## config.mk

```make
export PLATFORM = sky130hd
export DESIGN_NAME = merge_n_arb
export DESIGN_NICKNAME = d
export VERILOG_FILES = /design/src/rtl/merge_pkg.sv /design/src/rtl/merge_n_arb_rr.sv /design/src/rtl/merge_n_arb.sv
export SDC_FILE = /design/constraint.sdc
export NUM_CORES = 1
export LEC_CHECK = 0
export ABC_AREA = 1
export BUFFER_PORTS_ARGS = -buffer_cell sky130_fd_sc_hd__buf_2
export CAP_MARGIN = 20
export CORE_UTILIZATION = 45
export DETAILED_ROUTE_END_ITERATION = 10
export GPL_TIMING_DRIVEN = 0
export PLACE_DENSITY = 0.94
export SLEW_MARGIN = 20
export SYNTH_ARGS = -nofsm -noshare
export SYNTH_HDL_FRONTEND = slang
export SYNTH_SLANG_ARGS = --single-unit
export TNS_END_PERCENT = 10
```

## constraint.sdc

```tcl
create_clock -name clk -period 3.3 [get_ports clk]
set_clock_uncertainty 0.15 [all_clocks]
set_input_delay 0.66 -clock clk [delete_from_list [all_inputs] [get_ports clk]]
set_output_delay 0.66 -clock clk [all_outputs]
set_load 0.05 [all_outputs]
```

## src/rtl/merge_pkg.sv

```systemverilog
// Shared definitions for the N-way merge and its round-robin arbiter.
// Holds the index-width helper and the merge mode encodings.
package merge_pkg;

   localparam int MODE_SEL = 0;
   localparam int MODE_RR  = 1;

   // Width of an index into n channels, never less than one bit.
   function automatic int idx_w(input int n);
      return ($clog2(n) < 1) ? 1 : $clog2(n);
   endfunction

endpackage

```

## src/rtl/merge_n_arb_rr.sv

```systemverilog
// Round-robin arbiter: the first requester after ptr wins.
// The search wraps modulo N, so ptr=N-1 starts the search at 0.
module rr_arbiter_n
   import merge_pkg::*;
#(
   parameter int N  = 5,
   parameter int SW = idx_w(N)
) (
   input  logic [N-1:0]  req,
   input  logic [SW-1:0] ptr,
   input  logic          enable,
   output logic [N-1:0]  grant,
   output logic [SW-1:0] grant_idx,
   output logic          any
);

   logic w_found;
   int   w_j;

   // Scan ptr+1 .. ptr+N and keep the first requester found.
   always_comb begin
      grant     = '0;
      grant_idx = '0;
      any       = |req;
      w_found   = 1'b0;
      w_j       = 0;
      for (int k = 1; k <= N; k++) begin
         w_j = int'(ptr) + k;
         if (w_j >= N) w_j = w_j - N;
         if (!w_found && req[w_j]) begin
            w_found   = 1'b1;
            grant_idx = SW'(w_j);
            if (enable) grant[w_j] = 1'b1;
         end
      end
   end

endmodule

```

## src/rtl/merge_n_arb.sv

```systemverilog
// N-way merge forwarding one chosen input per transfer into a
// single output register; choice by select channel or round-robin.
module merge_n_arb
   import merge_pkg::*;
#(
   parameter  int N     = 5,
   parameter  int WIDTH = 32,
   parameter  int MODE  = 0,
   localparam int SW    = idx_w(N)
) (
   input  logic               clk,
   input  logic               rst,
   input  logic [N*WIDTH-1:0] in_data,
   input  logic [N-1:0]       in_valid,
   output logic [N-1:0]       in_ready,
   input  logic [SW-1:0]      sel_data,
   input  logic               sel_valid,
   output logic               sel_ready,
   output logic [WIDTH-1:0]   out_data,
   output logic [SW-1:0]      out_src,
   output logic               out_valid,
   input  logic               out_ready,
   output logic               sel_err
);

   logic             r_out_valid;
   logic [WIDTH-1:0] r_out_data;
   logic [SW-1:0]    r_out_src;
   logic             r_sel_err;

   logic             w_can_load;
   logic             w_load;
   logic [SW-1:0]    w_load_idx;
   logic [WIDTH-1:0] w_load_data;
   logic             w_err_set;
   logic             w_sel_ok;
   logic             w_sel_iv;
   logic [N-1:0]     w_in_ready;
   logic             w_sel_ready;
   logic [N-1:0]     w_gnt_oh;
   logic [SW-1:0]    w_gnt_idx;
   logic             w_any;

   assign w_can_load = !r_out_valid || out_ready;

   generate
      if (MODE == MODE_RR) begin : g_rr
         logic [SW-1:0] r_ptr;

         rr_arbiter_n #(.N(N), .SW(SW)) u_arb (
            .req       (in_valid),
            .ptr       (r_ptr),
            .enable    (!rst && w_can_load),
            .grant     (w_gnt_oh),
            .grant_idx (w_gnt_idx),
            .any       (w_any)
         );

         // Priority pointer follows the last granted input.
         always_ff @(posedge clk) begin
            if (rst)         r_ptr <= SW'(N - 1);
            else if (w_load) r_ptr <= w_load_idx;
         end
      end else begin : g_sel
         assign w_gnt_oh  = '0;
         assign w_gnt_idx = '0;
         assign w_any     = 1'b0;
      end
   endgenerate

   // Decide which input (if any) is consumed and loaded this cycle.
   always_comb begin
      w_in_ready  = '0;
      w_sel_ready = 1'b0;
      w_load      = 1'b0;
      w_load_idx  = '0;
      w_err_set   = 1'b0;
      w_sel_ok    = 1'b0;
      w_sel_iv    = 1'b0;
      for (int i = 0; i < N; i++) begin
         if (sel_data == SW'(i)) begin
            w_sel_ok = 1'b1;
            w_sel_iv = in_valid[i];
         end
      end
      if (!rst) begin
         if (MODE == MODE_SEL) begin
            if (w_sel_ok) begin
               if (w_can_load && sel_valid && w_sel_iv) begin
                  w_in_ready[sel_data] = 1'b1;
                  w_sel_ready          = 1'b1;
                  w_load               = 1'b1;
                  w_load_idx           = sel_data;
               end
            end else begin
               w_sel_ready = w_can_load && sel_valid;
               w_err_set   = w_can_load && sel_valid;
            end
         end else if (w_can_load && w_any) begin
            w_in_ready = w_gnt_oh;
            w_load     = 1'b1;
            w_load_idx = w_gnt_idx;
         end
      end
   end

   // Data mux for the chosen input.
   always_comb begin
      w_load_data = '0;
      for (int i = 0; i < N; i++) begin
         if (w_load_idx == SW'(i)) w_load_data = in_data[i*WIDTH +: WIDTH];
      end
   end

   // Output register plus one-cycle bad-select flag.
   always_ff @(posedge clk) begin
      if (rst) begin
         r_out_valid <= 1'b0;
         r_out_data  <= '0;
         r_out_src   <= '0;
         r_sel_err   <= 1'b0;
      end else begin
         r_sel_err <= w_err_set;
         if (w_load) begin
            r_out_valid <= 1'b1;
            r_out_data  <= w_load_data;
            r_out_src   <= w_load_idx;
         end else if (out_ready) begin
            r_out_valid <= 1'b0;
         end
      end
   end

   assign in_ready  = w_in_ready;
   assign sel_ready = w_sel_ready;
   assign out_data  = r_out_data;
   assign out_src   = r_out_src;
   assign out_valid = r_out_valid;
   assign sel_err   = r_sel_err;

endmodule

```

==> impl_metrics.py <==
metrics = {
    "clocking": {
        "insertion_delay_ps": 280,
        "post_cts_buffers": 0,
        "cts_inserted_buffers": 5,
        "clock_path_buffers": 2,
        "clock_sinks": 37,
        "ctsResizeCount": 0,
        "holdBufCountCts": 0,
        "clkTransAtPathRegs_ps": 80,
        "cts_tree": "built",
        "h-tree-depth": 2,
        "cts-root-buf": "clkbuf_8",
    },
    "pwr": {
        "leakage_nw": 2.65,
        "clkPwrFrac_pct": 27.8,
        "p_int_uw": 745,
        "power.total_mw": 1.13,
        "peakVddDrop_mv": 0.150,
        "p_seq_share_pct": 41.3,
        "power_density_nw_per_um2": 264,
        "p_switching_uw": 387,
        "pwr-share-comb_pct": 30.9,
        "switching_share_pct": 34.2,
    },
    "global_routing": {
        "overflow": 0,
        "grt_max_degree": 13,
        "grt_pass1_vias": 3797,
        "grt_pass1_wl_mm": 17.0,
        "antenna_found_initial": 0,
        "gr-usage-all-layers_pct": 29.7,
    },
    "setup_path": {
        "required_ps": 2490,
        "crit_path_end": "in_ready[2]",
        "path_buf_inv": 4,
        "slowest_stage": "clkbuf_4",
        "crit_path_start": "sel_data[0]",
        "crit_family": "simple AND/OR/NAND/NOR gates",
        "end_kind": "output pin",
        "critPathMaxStageDelay_ps": 250,
        "cp_max_fo": 10,
        "r2r_end": "out_data[10]",
        "r2r_cells": 12,
        "rrSetupSlack_ps": 1020,
        "critPathLaunchType": "input pin",
        "arrival_ps": 2310,
        "critPathKind": "in2out",
        "r2r-start": "out_valid",
        "cp.depth": 12,
        "crit_chain": "buf_2 > nor2_4 > nand3_1 > nand3_1 > nand2_1 > nand2_4 > nand2_4 > clkbuf_2 > inv_1 > nand2_1 > nor2_1 > clkbuf_4",
    },
    "die": {
        "initial_utilization_pct": 47.3,
        "dieArea_um2": 7080,
        "die_y_um": 84.1,
        "ioPinCount": 215,
        "core.rowCount": 29,
        "die_x_um": 84.1,
        "core_area_um2": 6420,
    },
    "sta": {
        "fin_tns_setup_ps": 0,
        "fmax_ghz": 0.321,
        "maxSlewViolCount": 0,
        "relSlewSlack_pct": 64.4,
        "hold_viol": 0,
        "worstMarginPinSlew_ps": 532,
        "period_needed_ps": 3120,
        "setup_viol": 0,
        "rsz0062_at_grt": "false",
        "fin_crit_sh_pct": 94.5,
    },
    "cells_and_area": {
        "areaGrowthSynthToFinish_pct": 41.2,
        "layout-drive-gt1-share_pct": 30.8,
        "final_common_cell": "buf_2",
        "final_area_um2": 4290,
        "final_cell_mix": "buf_2, nor2_1, nand2_1, inv_1",
        "num-fill-cells": 599,
        "fin_nets": 989,
        "diodes": 0,
    },
    "placement": {
        "dpl_cell_area_um2": 4190,
        "portBuffers": 212,
        "hpwl_mm": 8.71,
        "place.gp.congestion": 0.982,
    },
    "route": {
        "dr.pass1.iters": 8,
        "dr.first_iter.drc_count": 217,
        "drt_wl_total_mm": 10.8,
        "vias": 4299,
        "wire_per_inst_um": 12.1,
        "ant_nets": 0,
        "route.detailed.drc": 30,
        "vias_per_cell": 4.80,
    },
    "status": {
        "outcome": "finished, violations left",
        "violations": "DRC",
    },
    "yosys": {
        "yosysSeqAreaShare_pct": 24.4,
        "synth.ff_latch_count": 37,
        "syn_inst": 598,
        "synth_nets": 770,
        "syn_area_um2": 3040,
        "yosysUniqueCellTypes": 19,
        "yosys_warnings": 0,
        "synth.avg_cell_area_um2": 5.08,
    },
    "hold_path": {
        "hp-class": "reg2reg",
    },
    "flow_run": {
        "cap_viol_max_count": 0,
    },
}
## Yosys cell counts
cell type,instances,area [um2]
nand4_1,2,12.5
nor2_1,197,739
nand4_2,1,12.5
buf_1,2,7.51
nand2_1,172,646
inv_1,69,259
buf_2,16,80.1
nand2_4,2,22.5
nor2_4,4,45.0
o211ai_1,1,7.51
buf_4,3,22.5
o21ai_0,1,5.00
clkinv_1,1,3.75
nand2_2,1,6.26
inv_2,4,15.0
clkbuf_1,12,45.0
nand3_1,37,185
dfxtp_1,37,741
a21oi_1,36,180
## cells by family (layout without fill, tap and decap cells)
family / count (synthesis) / in the layout / synth area share (%)
AO/OA/AOI/OAI: 38 / 38 / 6.35
buffers and inverters: 107 / 327 / 14.3
flip-flops: 37 / 37 / 24.4
AND/OR/NAND/NOR: 416 / 416 / 55.0
## sequential cells by signal (all words and copies together) (netlist names)
| register | count |
|---|---|
| out_data | 32 |
| out_src | 3 |
| out_valid | 1 |
| sel_err | 1 |
## power by group through the flow
stage / combinational (mW) / sequential, mW / clock (mW)
2_1_floorplan: 0.147 / 0.526 / 0
3_3_place_gp: 0.341 / 0.477 / 0
3_5_place_dp: 0.346 / 0.477 / 0
4_1_cts: 0.348 / 0.467 / 0.323
5_1_grt: 0.386 / 0.468 / 0.339
6_report: 0.349 / 0.467 / 0.315
## through the flow
step	instances	setup WS, ps	utilization (%)	hold slack, ps
after floorplan	598	132	-	540
after global placement	887	133	65.3	300
after detailed placement	887	85.4	65.3	303
after CTS	895	61.2	66.6	315
after global routing	895	18.6	66.7	327
final	895	181	66.7	313
## routing by layer
metal	vias up	share of wire, %	wire length [um]	GRT usage [%]
li1	2212	-	-	-
met3	17	8.1	873	4.52
met2	218	53	5680	58.6
met5	-	0	0	0
met4	0	1.8	192	7.21
met1	1852	38	4060	33.0
## worst register-to-register path, cell delays in order (launching register included)
cell and delay (ps):
dfxtp_1 310, nand2_1 80, nand2_1 90, nor2_4 170
inv_1 90, nor2_1 420, clkbuf_1 400, nand3_1 150
nand2_1 100, nor2_1 40, nand2_1 50, nand2_1 50
a21oi_1 110
## how the worst min path moves through the flow
stage	from	end	slack [ps]	cells past startpoint
final	out_data[24]	out_data[24]	310	2
after global routing	out_data[8]	out_data[8]	330	2
after CTS	out_data[24]	out_data[24]	310	2
after detailed placement	out_data[24]	out_data[24]	300	2
after global placement	out_data[16]	out_data[16]	300	2
after floorplan	out_data[11]	out_data[11]	540	2
## cell type report
cell class | count | area [um2] | area share, %
multi-input combinational | 454 | 1860 | 43.4
timing repair buffer | 212 | 1070 | 24.9
sequential | 37 | 741 | 17.3
inverter | 74 | 278 | 6.48
buffer | 33 | 156 | 3.65
tap | 77 | 96.3 | 2.25
clock buffer | 5 | 68.8 | 1.61
clock inverter | 3 | 17.5 | 0.409
(Power assumes the default switching activity.)
